--- src/rtl/vga_timing_gen.sv ---
// vga_timing_gen: parametrised raster timing generator.
// A clock divider produces the pixel advance; hpos/vpos walk the full raster
// (active + porches + sync). Every output is a register computed from the
// coordinate value being loaded, so syncs, display_on and the event pulses
// are aligned with hpos/vpos in the same cycle. Event pulses are one system
// clock wide and only ever occur in the pixel_en cycle.
module vga_timing_gen #(
  parameter int H_ACTIVE    = 640,
  parameter int H_FP        = 16,
  parameter int H_SYNC      = 96,
  parameter int H_BP        = 48,
  parameter int V_ACTIVE    = 480,
  parameter int V_FP        = 10,
  parameter int V_SYNC      = 2,
  parameter int V_BP        = 33,
  parameter bit H_POL       = 1'b0,
  parameter bit V_POL       = 1'b0,
  parameter int CLK_DIV     = 1,
  parameter int COORD_WIDTH = 10
) (
  input  logic                   clk,
  input  logic                   reset,
  input  logic [COORD_WIDTH-1:0] raster_line,
  output logic [COORD_WIDTH-1:0] hpos,
  output logic [COORD_WIDTH-1:0] vpos,
  output logic                   display_on,
  output logic                   hsync,
  output logic                   vsync,
  output logic                   pixel_en,
  output logic                   line_start,
  output logic                   frame_start,
  output logic                   vblank_start,
  output logic                   raster_hit
);

  localparam int H_TOTAL  = H_ACTIVE + H_FP + H_SYNC + H_BP;
  localparam int V_TOTAL  = V_ACTIVE + V_FP + V_SYNC + V_BP;
  localparam int HS_START = H_ACTIVE + H_FP;
  localparam int HS_END   = HS_START + H_SYNC;
  localparam int VS_START = V_ACTIVE + V_FP;
  localparam int VS_END   = VS_START + V_SYNC;
  localparam int DIV_W    = (CLK_DIV > 1) ? $clog2(CLK_DIV) : 1;

  localparam logic [DIV_W-1:0]       DIV_LAST   = DIV_W'(CLK_DIV - 1);
  localparam logic [COORD_WIDTH-1:0] H_LAST     = COORD_WIDTH'(H_TOTAL - 1);
  localparam logic [COORD_WIDTH-1:0] V_LAST     = COORD_WIDTH'(V_TOTAL - 1);
  localparam logic [COORD_WIDTH-1:0] H_ACT_C    = COORD_WIDTH'(H_ACTIVE);
  localparam logic [COORD_WIDTH-1:0] V_ACT_C    = COORD_WIDTH'(V_ACTIVE);
  localparam logic [COORD_WIDTH-1:0] HS_START_C = COORD_WIDTH'(HS_START);
  localparam logic [COORD_WIDTH-1:0] HS_END_C   = COORD_WIDTH'(HS_END);
  localparam logic [COORD_WIDTH-1:0] VS_START_C = COORD_WIDTH'(VS_START);
  localparam logic [COORD_WIDTH-1:0] VS_END_C   = COORD_WIDTH'(VS_END);

  logic [DIV_W-1:0]       div;
  logic                   advance;
  logic                   h_wrap;
  logic [COORD_WIDTH-1:0] h_next;
  logic [COORD_WIDTH-1:0] v_next;
  logic                   disp_next;
  logic                   hsync_next;
  logic                   vsync_next;
  logic                   line_next;

  // The coordinates step on the last clock of each divider period.
  assign advance = (div == DIV_LAST);

  // Next raster position and the levels/events that belong to it.
  always_comb begin
    h_wrap     = (hpos == H_LAST);
    h_next     = h_wrap ? '0 : hpos + 1'b1;
    v_next     = vpos;
    if (h_wrap) begin
      v_next = (vpos == V_LAST) ? '0 : vpos + 1'b1;
    end
    disp_next  = (h_next < H_ACT_C) && (v_next < V_ACT_C);
    hsync_next = ((h_next >= HS_START_C) && (h_next < HS_END_C)) ? H_POL : ~H_POL;
    // v_next only moves on an h wrap, so vsync is line-granular by construction.
    vsync_next = ((v_next >= VS_START_C) && (v_next < VS_END_C)) ? V_POL : ~V_POL;
    line_next  = (h_next == '0);
  end

  // Pixel clock divider: counts 0..CLK_DIV-1 and wraps.
  always_ff @(posedge clk or negedge reset) begin
    if (!reset) begin
      div <= '0;
    end else if (advance) begin
      div <= '0;
    end else begin
      div <= div + 1'b1;
    end
  end

  // Coordinate counters and registered outputs; pulses clear outside pixel_en.
  always_ff @(posedge clk or negedge reset) begin
    if (!reset) begin
      hpos         <= H_LAST;
      vpos         <= V_LAST;
      display_on   <= 1'b0;
      hsync        <= ~H_POL;
      vsync        <= ~V_POL;
      pixel_en     <= 1'b0;
      line_start   <= 1'b0;
      frame_start  <= 1'b0;
      vblank_start <= 1'b0;
      raster_hit   <= 1'b0;
    end else begin
      pixel_en     <= advance;
      line_start   <= 1'b0;
      frame_start  <= 1'b0;
      vblank_start <= 1'b0;
      raster_hit   <= 1'b0;
      if (advance) begin
        hpos         <= h_next;
        vpos         <= v_next;
        display_on   <= disp_next;
        hsync        <= hsync_next;
        vsync        <= vsync_next;
        line_start   <= line_next;
        frame_start  <= line_next && (v_next == '0);
        vblank_start <= line_next && (v_next == V_ACT_C);
        // raster_line is sampled here, at the line start; out-of-range never matches.
        raster_hit   <= line_next && (v_next == raster_line);
      end
    end
  end

endmodule

--- config.mk ---
export PLATFORM = sky130hd
export DESIGN_NAME = vga_timing_gen
export DESIGN_NICKNAME = d
export VERILOG_FILES = /design/src/rtl/vga_timing_gen.sv
export SDC_FILE = /design/constraint.sdc
export NUM_CORES = 1
export LEC_CHECK = 0
export ABC_AREA = 0
export BUFFER_PORTS_ARGS = -buffer_cell sky130_fd_sc_hd__buf_2
export CAP_MARGIN = 20
export CORE_UTILIZATION = 54
export CTS_CLUSTER_DIAMETER = 120
export DETAILED_ROUTE_END_ITERATION = 16
export PLACE_DENSITY = 0.79
export SKIP_CTS_REPAIR_TIMING = 1
export SYNTH_ARGS = -nofsm -noshare
export SYNTH_HDL_FRONTEND = slang
export SYNTH_SLANG_ARGS = --single-unit
--- constraint.sdc ---
create_clock -name clk -period 3.3 [get_ports clk]
set_input_delay 0.165 -clock clk [delete_from_list [all_inputs] [get_ports clk]]
set_output_delay 0.165 -clock clk [all_outputs]
set_load 0.005 [all_outputs]
; ---- Word-level counts from Yosys, hierarchy flattened
; Cells that the tools add are included.
[word_totals]
register_bits = 29
latchBits = 0
ramBits = 0
mem_bits_ro = 0
in_bits = 12
out_inout_bits = 28
mem_count = 0
[op_classes]
n_addsub = 3
multipliers = 0
div = 0
magnitude_cmp = 6
eq_ne = 4
shifts = 0
n_mux = 10
bitwise_logic = 1
n_reduce_logical = 8
[ops]
columns = op, n
row1 = 2-to-1 mux 10 bit, 3
row2 = adder 10 x 1 -> 10 bit (second input constant), 2
row3 = equality test 10 bit (second input constant), 2
row4 = logical NOT 10 bit, 2
row5 = < comparator 10 bit (second input constant), 2
row6 = < comparator 10 x 9 -> 1 bit (second input constant), 2
row7 = equality test 10 bit, 1
row8 = equality test 10 x 9 -> 1 bit (second input constant), 1
row9 = >= comparator 10 bit (second input constant), 1
row10 = >= comparator 10 x 9 -> 1 bit (second input constant), 1
row11 = 2-to-1 mux 1 bit, 7
row12 = logical AND 1 bit, 6
row13 = adder 1 bit (second input constant), 1
row14 = NOT 1 bit, 1

; ---- Logic depth before layout (Yosys ltp)
[depth]
depth_word = 6
depth_mapped = 9

; ---- Worst setup path before layout
; OpenSTA, ideal clock, no wires.
[synth_timing]
kind = reg-to-reg
start = reg hpos[0]
end = reg vsync
arrival_time_ns = 2.382
required_ns = 3.212
slack_ns = 0.831
stages_incl_launch_ff = 8
period_less_slack_ns = 2.469
cell_sequence = dfstp_2 > ha_1 > nand4_2 > o41a_1 > a31o_1 > a211oi_2 > nand4_1 > or3_1
[synth_via]
elab_chain_len = 5
[synth_lines]
columns = element, line_no
row1 = "start, declared", 24  ; output logic [COORD_WIDTH-1:0] hpos,
row2 = "start signal, assigned", 113  ; hpos <= h_next;
row3 = equality test 10 bit *, 69  ; h_wrap = (hpos == H_LAST);
row4 = 2-to-1 mux 10 bit *, 72  ; if (h_wrap) begin
row5 = net v_next[4], 58  ; logic [COORD_WIDTH-1:0] v_next;
row6 = >= comparator 10 x 9 -> 1 bit or < comparator 10 x 9 -> 1 bit (tied branches), 78  ; vsync_next = ((v_next >= VS_START_C) && (v_next < VS_END_C)) ? V_POL : ~V_POL;
row7 = logical AND 1 bit *, 78
row8 = 2-to-1 mux 1 bit *, 78
row9 = net vsync_next, 61  ; logic vsync_next;
row10 = "end signal, assigned", 100  ; vsync <= ~V_POL;
row11 = "end signal, assigned", 117  ; vsync <= vsync_next;
row12 = "end, declared", 28  ; output logic vsync,
; Mark *: on every way through the listed nets, which the timed path passes. The rest lies on a longest branch.
; A chain may end at the register's enable or synchronous reset.

; ---- Final worst setup path
[layout_timing]
start = reg hpos[0]
end = reg raster_hit
[layout_via]
elab_chain_len = 5
[layout_lines]
columns = element, line_no
row1 = equality test 10 bit, 69
row2 = 2-to-1 mux 10 bit, 72
row3 = net v_next[4], 58
row4 = equality test 10 bit, 122  ; raster_hit <= line_next && (v_next == raster_line);
row5 = logical AND 1 bit, 122
row6 = 2-to-1 mux 1 bit, 112  ; if (advance) begin
row7 = "end signal, assigned", 122
row8 = "end, declared", 33  ; output logic raster_hit
; The timed path passes the listed nets, and every way through them passes these cells.

==> flow_summary.json <==
{
  "fp.coreArea_mm2": 0.00334,
  "regToRegSetupSlack_ns": 0.52,
  "synth_largest_type_area_fraction_pct": 21.1,
  "worstHoldPathCells": 3,
  "cts_buffer_depth": 2,
  "timing_worst_setup_path_type": "register to register",
  "end_kind": "register",
  "number_of_antenna_violations_at_the_first_check_in_global_routing": 0,
  "critical_path_peak_fanout": 11,
  "setup_tns_ns": 0,
  "numClockSinks": 28,
  "cell_types_with_the_highest_counts_after_synthesis": "sky130_fd_sc_hd__dfrtp_1 (16), sky130_fd_sc_hd__nand2_1 (13), sky130_fd_sc_hd__dfstp_2 (12)",
  "crit_path_max_incr_delay_ns": 0.59,
  "worst_path_max_delay_cell": "sky130_fd_sc_hd__dfstp_2",
  "layout.core_utilization_pct": 65.0,
  "number_of_rows_in_the_core_area": 21,
  "synth_warnings": 0,
  "critPathArrivalTime_ns": 3.02,
  "num_vias": 1656,
  "power.static_leakage_nw": 0.948,
  "maxSlewHeadroom_pct": 60.0,
  "min_period_ns": 2.78,
  "fin_skew_ns": 0.00183,
  "placed_cells": 271,
  "gpl.final_weighted_congestion": 0.950,
  "report.final.hold_viol_count": 0,
  "finalNetCount": 246,
  "cp.depth": 8,
  "critical_path.n_buffers_inverters": 1,
  "final_cell_area_mm2": 0.00217,
  "worstPathRequired_ns": 3.55,
  "finalSetupViolCount": 0,
  "drv_slew": 0,
  "groute.usage.overall_pct": 25.6,
  "relative_area_change_from_synthesis_to_final_layout_pct": 14.5,
  "pin_count_of_the_biggest_net_entering_global_routing": 29,
  "path_clk_slew_ns": 0.15,
  "first_pass_detailed_route_iteration_total": 4,
  "ff2ff_path_depth": 8,
  "die-height_um": 61.2,
  "crit_path_start_kind": "register",
  "async_reset_ff_share_pct": 100,
  "dr.first_iter.drc_count": 121,
  "number_of_antenna_repair_diodes": 0,
  "synth_cell_type_count": 61,
  "dp.final_hpwl_um": 3350,
  "postSynthRegisterBits": 28,
  "path_cells": "ha_1 > nand4_2 > nor3_4 > buf_4 > a31o_1 > xnor2_1 > o2111ai_1 > nor4_1",
  "synth_area_leader_cell": "sky130_fd_sc_hd__dfrtp_1",
  "via_per_inst": 6.00,
  "cp-startpoint": "hpos[0]",
  "post_drt_wl_per_cell_um": 16.2,
  "wire_length_of_the_first_global_routing_pass_um": 6960,
  "vdd_drop_max_v": 0.000329,
  "floorplan.die_area_mm2": 0.00375,
  "vias_in_the_first_global_route": 1413,
  "final_antenna_net_count": 0,
  "syn-num-nets": 209,
  "layout-drive-gt1-share_pct": 30.0,
  "post_synth_main_area_contributors": "sky130_fd_sc_hd__dfrtp_1 (21%), sky130_fd_sc_hd__dfstp_2 (17%), sky130_fd_sc_hd__nand3_1 (2.9%)",
  "tritoncts.num_buffers": 3,
  "synth-main-ff-cell": "sky130_fd_sc_hd__dfrtp_1",
  "post-route-period-util_pct": 84.2,
  "cts_root_buf": "sky130_fd_sc_hd__clkbuf_4",
  "timing.rr.start": "hpos[0]",
  "layoutNonFillerInstCount": 276,
  "total_cell_area_at_the_placement_stage_mm2": 0.00211,
  "totalWireLength_um": 4470,
  "yosysMostFrequentCell": "sky130_fd_sc_hd__dfrtp_1",
  "clock_insertion_delay_worst_skew_ns": 0.33,
  "post_synth_inst_count": 194,
  "netlist_area_mm2": 0.00189,
  "critical-path-top-delay-family": "simple AND/OR/NAND/NOR gates",
  "cts_tree": "done",
  "synth_enable_flop_cells": 0,
  "overflow": 0,
  "hp-start": "raster_line[3]",
  "synth_seq_area_share_pct": 37.8,
  "worst_hold_slack_ns": 0.180,
  "outcome": "completed",
  "syn_area_per_cell_um2": 9.76,
  "tightest_slew_ns": 0.600,
  "portBuffers": 39,
  "die_x_um": 61.2,
  "timing.hold.worst.class": "primary input to register",
  "rsz0062_at_grt": "no",
  "cts_max_level": 1,
  "drt_drc_violations_left": 0,
  "drv_cap": 0,
  "floorplan.initialDensity_pct": 56.8,
  "num_io_pins": 40,
  "max_clk_rate_mhz": 360,
  "power.density_cell_area_mw_per_mm2": 276
}
[sequential cells by signal (all words and copies together), names as in the netlist]
| name | cells |
|---|---|
| vblank_start | 1 |
| hsync | 1 |
| display_on | 1 |
| vsync | 1 |
| line_start | 1 |
| vpos | 10 |
| pixel_en | 1 |
| raster_hit | 1 |
| frame_start | 1 |
| hpos | 10 |
[metrics by stage]
| stage | setup WS [ns] | total power, mW |
|---|---|---|
| final | 0.522 | 0.598 |
| after global routing | 0.275 | 0.623 |
| after CTS | 0.530 | 0.603 |
| after detailed placement | 0.582 | 0.379 |
| after global placement | 0.641 | 0.378 |
| after floorplan | 0.831 | 0.360 |
[layer usage]
layer  GRT usage (%)  part of all wire (%)  vias up
met4            6.17                   1.3        0
met1            39.9                    47      762
met2            36.2                    44       84
met5               0                     0        -
li1                -                     -      800
met3            5.04                   7.4       10
[placed cells by master (no fill, tap or decap), drive strengths merged, types with 3 or more instances in the layout]
master	Yosys	final
buf	4	41
dfrtp	16	16
nand2	13	13
dfstp	12	12
nor3	12	12
nand3	11	11
inv	10	10
a21oi	7	7
o21ai	7	7
xor2	7	7
xnor2	6	6
nand2b	5	5
or3	5	5
nor4	5	5
and4	4	4
nor2	4	4
nand4	4	4
o41ai	4	4
nand4bb	3	3
a31oi	3	3
ha	3	3
clkbuf	6	3
a211oi	3	3
[cell type report]
| class | count | area, um2 |
|---|---|---|
| Clock buffer | 3 | 22.5 |
| Clock inverter | 1 | 30.0 |
| Sequential cell | 28 | 716 |
| Inverter | 10 | 37.5 |
| Fill cell | 272 | 1170 |
| Timing Repair Buffer | 42 | 220 |
| Multi-Input combinational cell | 146 | 1090 |
| Tap cell | 46 | 57.6 |
[tightest hold or removal path, stage by stage]
cell	delay, ns
sky130_fd_sc_hd__buf_2	0.09
sky130_fd_sc_hd__xor2_1	0.16
sky130_fd_sc_hd__nor4_1	0.07
[kinds of logic after synthesis]
family	Yosys count	share of synthesized area (%)
fa+ha+maj	3	1.98
mux	2	1.12
simple gates	85	29.5
other cells	1	0.198
flops	28	37.8
buf+inv	20	4.89
xor+xnor	14	8.59
compound gates	41	15.9
[final timing paths]
check                                  end
worst max-delay path            raster_hit
worst min-delay path            raster_hit
worst max register to register  raster_hit
worst min register to register     hpos[0]
max in group asynchronous          vpos[1]
min in group asynchronous       line_start
[power breakdown]
group | switching, mW | total [mW] | internal (mW)
combinational | 0.0167 | 0.0289 | 0.0122
sequential | 0.000135 | 0.345 | 0.345
clock | 0.101 | 0.224 | 0.123
No activity file was read; power rests on OpenSTA's default activity.
